$ cat src/rtl/mux8_pkg.sv
// Shared definitions for the 8-way mux scan sampler.
//   scan_state_t : controller states (IDLE, SCAN, HOLD)
//   NUM_CH       : number of mux channels scanned per word
//   SEL_W        : width of the channel select bus
package mux8_pkg;

  typedef enum logic [1:0] {
    IDLE,
    SCAN,
    HOLD
  } scan_state_t;

  localparam int NUM_CH = 8;
  localparam int SEL_W  = 3;

endpackage

$ cat src/rtl/mux8_scan_sampler.sv
// Sequential front-end for an 8-way 1-bit multiplexer.
// Steps the mux select through channels 0..7, holds each channel for SETTLE
// cycles, samples the mux output on the last cycle of each hold, and presents
// the assembled 8-bit word downstream with a valid/ready handshake.
//
// Parameters:
//   SETTLE   cycles each channel is held before it is sampled (1..16)
// Ports:
//   clk      clock, all state changes on the rising edge
//   rst_n    asynchronous active-low reset
//   start    scan request, honoured in IDLE, or in HOLD together with ready
//   sel      channel select to the mux (registered)
//   mux_out  1-bit mux output
//   data     assembled word, data[k] = mux_out sampled while sel==k (registered)
//   valid    data complete and stable (registered)
//   ready    downstream accept; transfer occurs on valid && ready
//   busy     high while scanning or holding a word (registered)
module mux8_scan_sampler
  import mux8_pkg::*;
#(
  parameter int SETTLE = 1
) (
  input  logic              clk,
  input  logic              rst_n,
  input  logic              start,
  output logic [SEL_W-1:0]  sel,
  input  logic              mux_out,
  output logic [NUM_CH-1:0] data,
  output logic              valid,
  input  logic              ready,
  output logic              busy
);

  if (SETTLE < 1 || SETTLE > 16) begin : g_bad_settle
    $error("mux8_scan_sampler: SETTLE must be in 1..16");
  end

  localparam int               CNT_W    = $clog2(SETTLE + 1);
  localparam logic [CNT_W-1:0] CNT_LAST = CNT_W'(SETTLE - 1);
  localparam logic [SEL_W-1:0] SEL_LAST = SEL_W'(NUM_CH - 1);

  scan_state_t       state_q;
  logic [SEL_W-1:0]  sel_q;
  logic [CNT_W-1:0]  cnt_q;
  logic [NUM_CH-1:0] data_q;
  logic              valid_q;
  logic              busy_q;

  always_ff @(posedge clk or negedge rst_n) begin
    if (!rst_n) begin
      state_q <= IDLE;
      sel_q   <= '0;
      cnt_q   <= '0;
      data_q  <= '0;
      valid_q <= 1'b0;
      busy_q  <= 1'b0;
    end else begin
      case (state_q)
        IDLE: begin
          if (start) begin
            state_q <= SCAN;
            sel_q   <= '0;
            cnt_q   <= '0;
            busy_q  <= 1'b1;
          end
        end

        SCAN: begin
          if (cnt_q != CNT_LAST) begin
            cnt_q <= cnt_q + 1'b1;
          end else begin
            // Last settle cycle of this channel: capture and move on.
            data_q[sel_q] <= mux_out;
            cnt_q         <= '0;
            if (sel_q == SEL_LAST) begin
              // Select returns to 0 only on the way out of the scan.
              sel_q   <= '0;
              state_q <= HOLD;
              valid_q <= 1'b1;
            end else begin
              sel_q <= sel_q + 1'b1;
            end
          end
        end

        HOLD: begin
          if (ready) begin
            valid_q <= 1'b0;
            if (start) begin
              // Chain straight into the next scan, busy stays high.
              state_q <= SCAN;
              sel_q   <= '0;
              cnt_q   <= '0;
            end else begin
              state_q <= IDLE;
              busy_q  <= 1'b0;
            end
          end
        end

        default: begin
          state_q <= IDLE;
          sel_q   <= '0;
          cnt_q   <= '0;
          valid_q <= 1'b0;
          busy_q  <= 1'b0;
        end
      endcase
    end
  end

  assign sel   = sel_q;
  assign data  = data_q;
  assign valid = valid_q;
  assign busy  = busy_q;

endmodule

$ cat config.mk
export PLATFORM = sky130hd
export DESIGN_NAME = mux8_scan_sampler
export DESIGN_NICKNAME = d
export VERILOG_FILES = /design/src/rtl/mux8_pkg.sv /design/src/rtl/mux8_scan_sampler.sv
export SDC_FILE = /design/constraint.sdc
export NUM_CORES = 1
export LEC_CHECK = 0
export BUFFER_PORTS_ARGS = -buffer_cell sky130_fd_sc_hd__buf_4
export CORE_MARGIN = 2
export CORE_UTILIZATION = 44
export CTS_CLUSTER_SIZE = 14
export DETAILED_ROUTE_END_ITERATION = 8
export PLACE_DENSITY = 0.71
export SLEW_MARGIN = 25
export SYNTH_ARGS = -nofsm -noshare
export SYNTH_HDL_FRONTEND = slang
export SYNTH_SLANG_ARGS = --single-unit
$ cat constraint.sdc
create_clock -name clk -period 1.3 [get_ports clk]
set_input_delay 0.26 -clock clk [delete_from_list [all_inputs] [get_ports clk]]
set_output_delay 0.26 -clock clk [all_outputs]
set_load 0.01 [all_outputs]
==> results by group, run 1 <==
Place
  – Dpl hpwl: a little under 1000 um
  – GP Congestion: just over 0.8
  – Port Buffers: 17
  – Place WS: -0.0149 ns

Die
  – Die area: 1930 um^2
  – Core area: 1510 um^2
  – Top-level port count: 18
  – Row cnt: 14
  – Initial Utilization: between 40% and 50%
  – Die Wd: approximately 44 um
  – Die Y: 43.9 um

Critical path
  – Worst path slowest cell: dfrtp_2
  – Critical path startpoint category: register
  – Crit Path Category: register to register
  – Crit path DAT: between 1.5 and 2 ns
  – Buffers and inverters on the worst path: 0
  – Critical Path Fanout Max: 3
  – Cells along the critical path: nand3b_1 > nor3b_2 > mux2_4
  – Setup crit end kind: register
  – Cell family with most CP delay: simple AND/OR/NAND/NOR gates
  – Data required, critical path: ~1.5 ns
  – Crit path largest cell delay: roughly 0.44 ns

Timing
  – Final period util: 104%
  – Fin. max-slew vios: 0
  – Worst Tran Pin Value: roughly 0.26 ns
  – Peak Freq: between 700 and 800 MHz
  – RSZ-0062 raised after global routing: true
  – Final Setup Violations: 3
  – Final Skew: 0.00606 ns
  – Max transition margin: between 80% and 90%
  – Hold WS: roughly 0.24 ns
  – Tmin final: between 1 and 1.5 ns
  – Final Worst Setup Slack: -0.0469 ns
  – Fin. Hold Viols: 0

Power and ir drop
  – Max VDD drop: 1.32 mV
  – Lkg Pwr: 0.422 nW
  – Pwr dens: between 2000 and 2500 nW/um^2

Cells and area
  – Layout cell share with drive strength beyond 1: between 50 and 60%
  – Syn-to-layout area delta: 36.5%
  – Nets: 89
  – Register area: around 380 um^2
  – Area of the multi-input gates: 347 um^2
  – Most frequent cells in the layout: buf_4 (22), dfrtp_1 (12), mux2_1 (6)
  – Most common cell after layout, fill and taps aside: buf_4
  – Filler cell count in the final layout: approximately 140
  – ANT cells: 0

Clocking
  – Clock latency on the worst-skew pair: 0.29 ns
  – Worst-path clk slew: 0.10 ns
  – CTS tree: yes
  – CTS Buf Count: 3
  – Clock Root Buffer: clkbuf_4
  – Clk sinks: 15
  – # Post-CTS Setup Buffers: 0
  – Clk buf depth: 2
  – H-tree levels: 1

Routing
  – WL final: approximately 1300 um
  – Final antenna-violating net count: 0
  – Initial DRT Pass Iterations: 4
  – Wire per inst: around 14 um
  – 1st-iter DRT viols: 5
  – DRC: 0
  – DR vias/cell: between 5 and 6
  – Via count: between 500 and 600

Synth
  – Post-Syn Area: 702 um^2
  – #FFs+latches synth: 15
  – Mapped Nets: 63
  – Syn Area/Cell: approximately 13 um^2
  – Synthesis Warnings: 0
  – Gate Count Post-Synth: 56
  – Yosys cell types: 21
  – Share of the yosys chip area belonging to registers: around 53%

Outcome
  – Failing checks: setup timing
  – Status: finished, violations left

Global routing
  – Grt total ovfl: 0
  – Initial antenna violation count: 0
  – Pin count of the biggest net entering global routing: 16
  – Vias in the first global route: 518
  – First-pass GRT wire length: ~2200 um
  – Gr usage total: between 10% and 20%

Hold path
  – Hold Crit Class: input pin to register

Job
  – Max-cap violations: 0
cells in the mapped netlist:
library cell | instances | share of area, %
nor2_1 | 1 | 0.53
a31o_2 | 1 | 1.2
mux2_1 | 7 | 11
inv_1 | 2 | 1.1
o211ai_1 | 1 | 1.1
o21ai_0 | 3 | 2.1
nand3b_1 | 3 | 3.2
buf_2 | 2 | 1.4
nand2_1 | 2 | 1.1
a22o_1 | 2 | 2.5
nor3_1 | 2 | 1.4
mux2_2 | 2 | 3.2
nand3_1 | 2 | 1.4
dfrtp_1 | 15 | 53
nor3b_2 | 2 | 3.6
a21oi_1 | 3 | 2.1
nand2b_1 | 1 | 0.89
nor2b_2 | 1 | 1.2
nand4_1 | 1 | 0.89
nor3b_4 | 1 | 2.7
ha_1 | 2 | 3.6
metal layers:
| layer | up-vias | global-route usage [%] | routed length [um] |
|---|---|---|---|
| met5 | - | 0 | 0 |
| met4 | 0 | 9.09 | 35 |
| met3 | 4 | 3.75 | 70 |
| met2 | 14 | 25.9 | 676 |
| met1 | 244 | 19.7 | 535 |
| li1 | 255 | - | - |
per-stage QoR:
step	total power [mW]	setup TNS [ns]	instances	cell area [um^2]	util, %
floorplan	1.49	0	56	708	-
global placement	1.97	-0.0210	92	883	58.6
detailed placement	1.99	-0.0243	92	883	58.6
CTS	2.27	-0.0618	97	925	61.4
global route	2.51	-0.326	97	958	63.6
finish	2.33	-0.0681	97	958	63.6
logic make-up after synthesis:
logic type,Yosys count,synth area share (%)
AND/OR/NAND/NOR,16,16.9
buffers and inverters,4,2.50
adder cells (fa/ha/maj),2,3.56
AO/OA/AOI/OAI,10,9.09
multiplexers,9,14.4
flip-flops,15,53.5
state kept, by name, summed over array words and instances (netlist names):
signal   flops
busy         1
data         8
sel          3
state_q      2
valid        1
path summary, 6_finish.rpt:
| kind | from | to | slack (ns) | cells past startpoint |
|---|---|---|---|---|
| worst min-delay path | mux_out | data[2] | 0.24 | 2 |
| min in group asynchronous | rst_n | data[0] | 0.36 | 2 |
| worst max-delay path | state_q[1] | data[3] | -0.05 | 3 |
| worst max register to register | state_q[1] | data[3] | -0.05 | 3 |
| worst min register to register | data[4] | data[4] | 0.50 | 1 |
| max in group asynchronous | rst_n | sel[0] | 0.74 | 2 |
layout make-up:
type	count	share of cell area, %
multi-input combinational	37	36.2
timing repair buffer	23	18.3
tap	16	2.09
clock inverter	1	0.783
sequential	15	39.6
inverter	2	0.783
clock buffer	3	2.35
power breakdown:
group          leakage (nW)  switching, mW  total [mW]  internal [mW]
Sequential            0.171          0.182       0.872          0.690
Clock                0.0139          0.157       0.274          0.117
Combinational         0.237          0.487        1.18          0.692
Total                 0.422          0.826        2.33           1.50
repair_timing:
action                                  CTS  global route
cloned                                    0             0
pin swaps                                 0             2
endpoints found under the hold margin    15             0
gates resized for setup                   1             7
hold buffers                              1             0
endpoints found under the setup margin    4            10
No activity file was read; power rests on OpenSTA's default activity.
==> run 2: changes to the inputs <==
--- a/config.mk
+++ b/config.mk
@@ -6,12 +6,16 @@
 export NUM_CORES = 1
 export LEC_CHECK = 0
 export BUFFER_PORTS_ARGS = -buffer_cell sky130_fd_sc_hd__buf_4
+export CELL_PAD_IN_SITES_DETAIL_PLACEMENT = 0
+export CELL_PAD_IN_SITES_GLOBAL_PLACEMENT = 1
+export CORE_ASPECT_RATIO = 1.25
 export CORE_MARGIN = 2
-export CORE_UTILIZATION = 44
+export CORE_UTILIZATION = 35
 export CTS_CLUSTER_SIZE = 14
 export DETAILED_ROUTE_END_ITERATION = 8
-export PLACE_DENSITY = 0.71
+export PLACE_DENSITY_LB_ADDON = 0.1
 export SLEW_MARGIN = 25
 export SYNTH_ARGS = -nofsm -noshare
 export SYNTH_HDL_FRONTEND = slang
 export SYNTH_SLANG_ARGS = --single-unit
+export TNS_END_PERCENT = 1
==> run 2 against run 1 <==
- the flow still finishes with violations (setup timing)
- final cell count rose by 6.2%
- flip-flop and latch count did not move
- critical endpoint is now data[5]
- sequential power barely moved
- combinational power barely moved
- register-to-register slack barely moved
- total power fell by 2.0%
- setup slack got worse by 0.011 ns
==> results by group, run 2 (synthesis results as in run 1) <==
Outcome
  – Status: finished, violations left
  – Failing checks: setup timing

Cells and area
  – ANT cells: 0
  – Layout cell share with drive strength beyond 1: between 40% and 50%
  – Max reg flops: 8
  – Most common cell after layout, fill and taps aside: buf_4
  – Most frequent cells in the layout: buf_4 (23), dfrtp_1 (12), mux2_1 (7)
  – Nets: roughly 90
  – Syn-to-layout area delta: 35.8%

Routing
  – 1st-iter DRT viols: 3
  – Final antenna-violating net count: 0
  – DR vias/cell: between 5 and 6
  – Initial DRT Pass Iterations: 2
  – Wire per inst: ~13 um
  – WL final: ~1300 um
  – Via count: 517
  – DRC: 0

Timing
  – Worst Tran Pin Value: 0.236 ns
  – Final Setup Violations: 2
  – Hold WS: around 0.25 ns
  – Max transition margin: 84.3%
  – RSZ-0062 raised after global routing: true
  – Final period util: 104%
  – Peak Freq: 736 MHz
  – Fin. Hold Viols: 0
  – Tmin final: 1.36 ns
  – Fin. max-slew vios: 0
  – Final Skew: ~0.0028 ns
  – Final Worst Setup Slack: -0.0584 ns

Power and ir drop
  – Lkg Pwr: between 0.4 and 0.5 nW
  – Max VDD drop: ~1.4 mV
  – Total power: 2.28 mW
  – Pwr dens: 2390 nW/um^2

Die
  – Core area: 1940 um^2
  – Top-level port count: 18
  – Die Y: between 50 and 60 um
  – Initial Utilization: between 30% and 40%
  – Die area: between 2000 and 2500 um^2
  – Die Wd: between 40 and 50 um
  – Row cnt: 18

Global routing
  – Vias in the first global route: approximately 530
  – GRT busiest layer: met2
  – Met2 usage: 23.5%
  – Pin count of the biggest net entering global routing: 16
  – Grt total ovfl: 0
  – First-pass GRT wire length: 2290 um
  – Initial antenna violation count: 0
  – Met3 Use GR: under 10%
  – Gr usage total: between 10 and 15%
  – Routing usage on met1: about 15%

Clocking
  – Clock Root Buffer: clkbuf_4
  – Clock latency on the worst-skew pair: 0.28 ns
  – Clk buf depth: 2
  – CTS tree: yes
  – Clk sinks: 15
  – Worst-path clk slew: 0.08 ns
  – H-tree levels: 1
  – CTS Buf Count: 3

Place
  – Port Buffers: 17
  – Dpl hpwl: 1020 um
  – Place WS: -0.0761 ns
  – GP Congestion: 0.782

Critical path
  – Crit path largest cell delay: about 0.45 ns
  – Data required, critical path: between 1 and 1.5 ns
  – Worst path slowest cell: dfrtp_2
  – Cells along the critical path: nand3b_1 > nor3b_2 > mux2_1
  – Crit path DAT: around 1.5 ns
  – Critical Path Fanout Max: 4
  – Critical path startpoint category: register
  – Crit Path Category: register to register
  – Setup crit end kind: register

Job
  – Max-cap violations: 0

Hold path
  – Hold Crit Class: input pin to register
run 2: final cells by class:
| cell class | count | area [um^2] |
|---|---|---|
| clock buffer | 4 | 26.3 |
| fill | 183 | 983 |
| inverter | 2 | 7.51 |
| multi-input combinational | 37 | 322 |
| sequential | 15 | 379 |
| tap | 20 | 25.0 |
| timing repair buffer | 25 | 194 |
run 2: worst paths after layout:
check	startpoint	end	slack, ns	depth (start not counted)
max reg2reg	state_q[1]	data[5]	-0.06	3
max	state_q[1]	data[5]	-0.06	3
min reg2reg	data[5]	data[5]	0.49	1
min in group asynchronous	rst_n	data[6]	0.36	2
max in group asynchronous	rst_n	state_q[1]	0.75	2
min	mux_out	data[6]	0.25	2
run 2: per-layer routing:
layer	share of wire, %	up-vias
li1	-	258
met1	41	240
met2	50	14
met3	5.0	5
met4	3.4	0
met5	0	-
run 2: power by group:
part / internal [mW] / leakage, nW / switching (mW)
registers: 0.690 / 0.171 / 0.184
clock network: 0.119 / 0.0150 / 0.137
logic: 0.682 / 0.240 / 0.467
total: 1.49 / 0.426 / 0.787
run 2: critical path: cells and delay by family (launching register included):
kind / cells / cell delay (ns)
and+or+nand+nor: 2 / 0.47
muxes: 1 / 0.33
DFF: 1 / 0.45
run 2: through the flow:
step | utilization, % | instances | setup TNS [ns] | area [um^2]
6_report | 49.2 | 103 | -0.101 | 953
5_1_grt | 49.2 | 103 | -0.460 | 953
4_1_cts | 48.6 | 103 | -0.176 | 941
3_5_place_dp | 46.6 | 98 | -0.179 | 902
3_3_place_gp | 46.6 | 98 | -0.108 | 902
2_1_floorplan | - | 56 | -0.0273 | 707
run 2: timing repair:
item                       CTS  global route
hold endpoints to repair    15             0
hold buffers                 1             0
setup endpoints to repair    5            14
buffers inserted             0             0
pin swaps                    1             2
gates cloned                 0             0
gates resized for setup      2             4
==> run 3: changes to the inputs <==
--- a/config.mk
+++ b/config.mk
@@ -6,6 +6,7 @@
 export NUM_CORES = 1
 export LEC_CHECK = 0
 export BUFFER_PORTS_ARGS = -buffer_cell sky130_fd_sc_hd__buf_4
+export CAP_MARGIN = 20
 export CELL_PAD_IN_SITES_DETAIL_PLACEMENT = 0
 export CELL_PAD_IN_SITES_GLOBAL_PLACEMENT = 1
 export CORE_ASPECT_RATIO = 1.25
@@ -14,6 +15,7 @@
 export CTS_CLUSTER_SIZE = 14
 export DETAILED_ROUTE_END_ITERATION = 8
 export PLACE_DENSITY_LB_ADDON = 0.1
+export REMOVE_ABC_BUFFERS = 1
 export SLEW_MARGIN = 25
 export SYNTH_ARGS = -nofsm -noshare
 export SYNTH_HDL_FRONTEND = slang
==> constraint.sdc (replaced) <==
create_clock -name clk -period 1.21 [get_ports clk]
set_input_delay 0.242 -clock clk [delete_from_list [all_inputs] [get_ports clk]]
set_output_delay 0.242 -clock clk [all_outputs]
set_load 0.01 [all_outputs]
==> run 3 against run 2 <==
- the flow still finishes with violations (setup timing)
- sequential power up 7.6%
- sequential share of layout area decreased by 3.1 points
- non-clock buffer count grew 6
- global-route usage up 0.29 points
- critical path depth is 1 higher
- combinational power increased by 25%
==> results by group, run 3 (synthesis results as in run 1) <==
Routing
  – Via count: between 500 and 600
  – DRC: 0
  – Initial DRT Pass Iterations: 3
  – WL final: ~1500 um
  – Wire per inst: 13.6 um
  – 1st-iter DRT viols: 2
  – Final antenna-violating net count: 0
  – DR vias/cell: about 5.1

Timing
  – Peak Freq: 731 MHz
  – Final Setup Violations: 12
  – Setup TNS: -1.14 ns
  – Final period util: 113%
  – RSZ-0062 raised after global routing: true
  – Fin. max-slew vios: 0
  – Fin. Hold Viols: 0
  – Final Worst Setup Slack: -0.157 ns
  – Hold WS: between 0.2 and 0.25 ns
  – Max transition margin: a little over four fifths
  – Final Skew: ~0.00033 ns
  – Tmin final: 1.37 ns
  – Worst Tran Pin Value: roughly 0.23 ns

Cells and area
  – Filler cell count in the final layout: 185
  – Layout cell share with drive strength beyond 1: 57.3%
  – Most common cell after layout, fill and taps aside: buf_4
  – Most frequent cells in the layout: buf_4 (26), dfrtp_1 (12), mux2_1 (5), buf_6 (4)
  – Max reg flops: 8
  – Nets: a little under 100
  – ANT cells: 0
  – Util after Layout: 53.4%
  – Syn-to-layout area delta: 47.2%
  – Non-filler cells, final: 109
  – Post-route cell area: 1030 um^2

Global routing
  – Pin count of the biggest net entering global routing: 16
  – First-pass GRT wire length: approximately 2500 um
  – Initial antenna violation count: 0
  – Grt total ovfl: 0
  – Gr usage total: between 10 and 15%
  – Vias in the first global route: 564

Critical path
  – Setup crit end kind: register
  – Reg2Reg Setup Slack: -0.16 ns
  – Crit path DAT: approximately 1.5 ns
  – Critical Path Fanout Max: 4
  – Reg2reg start: state_q[1]
  – Data required, critical path: 1.38 ns
  – Reg2reg path depth: 4
  – Critical path startpoint category: register
  – Worst flop-to-flop path endpoint: data[2]
  – Crit Path Category: register to register
  – Crit path from: state_q[1]

Clocking
  – Clk sinks: 15
  – Worst-path clk slew: 0.09 ns
  – CTS tree: yes
  – Clock latency on the worst-skew pair: ~0.28 ns
  – Clk buf depth: 2
  – Clock Root Buffer: clkbuf_4
  – H-tree levels: 1
  – CTS Buf Count: 3

Die
  – Die Wd: roughly 44 um
  – Die Y: 54.1 um
  – Die area: 2380 um^2
  – Row cnt: 18
  – Top-level port count: 18
  – Initial Utilization: 36.2%
  – Core area: approximately 1900 um^2

Hold path
  – Hold Path Origin: mux_out
  – Hold depth: 2
  – Hold Crit Class: input pin to register
  – Hold EP: data[5]

Power and ir drop
  – Max VDD drop: 1.08 mV
  – Pwr dens: between 2000 and 3000 nW/um^2
  – Total power: 2.66 mW
  – Lkg Pwr: about 0.47 nW

Place
  – Placed cell area: between 900 and 1000 um^2
  – Port Buffers: 17
  – GP Congestion: between 0.8 and 0.9
  – Placed Cells: 101
  – Place WS: -0.193 ns
  – Dpl hpwl: between 1000 and 1500 um

Outcome
  – Status: finished, violations left
  – Failing checks: setup timing

Job
  – Max-cap violations: 0
## run 3: how the worst max path moves through the flow
stage	to
after detailed placement	sel[0]
after global placement	data[5]
final	data[2]
after global routing	data[5]
after floorplan	sel[0]
after CTS	data[3]
## run 3: power by group
| part | switching, mW | leakage [nW] | internal, mW |
|---|---|---|---|
| logic | 0.577 | 0.285 | 0.862 |
| clock network | 0.155 | 0.0150 | 0.128 |
| registers | 0.199 | 0.171 | 0.741 |
| total | 0.931 | 0.470 | 1.73 |
## run 3: per-layer routing
metal	wire (um)	track usage [%]	part of all wire [%]
met5	0	0	0
met4	0	6.06	0
met3	84	2.01	5.7
met2	741	24.8	50
met1	655	17.5	44
## run 3: worst max-delay path: stages, from the launching register on
cell      delay [ns]
dfrtp_2         0.43
buf_4           0.14
nor3b_4         0.24
nand3b_1        0.14
mux2_4          0.31
## run 3: repair_timing
action | in CTS | in global routing
setup endpoints to repair | 17 | 17
pin swaps | 3 | 4
resized for setup | 11 | 7
hold endpoints to repair | 15 | 0
cloned | 0 | 0
buffers inserted | 0 | 3
hold buffers | 1 | 0
## run 3: final cells by class
type / instances / area [um^2] / share of cell area (%)
tap: 20 / 25.0 / 2.42
multi-input combinational: 37 / 345 / 33.4
timing repair buffer: 31 / 250 / 24.2
inverter: 2 / 7.51 / 0.726
sequential: 15 / 379 / 36.7
clock buffer: 4 / 26.3 / 2.54
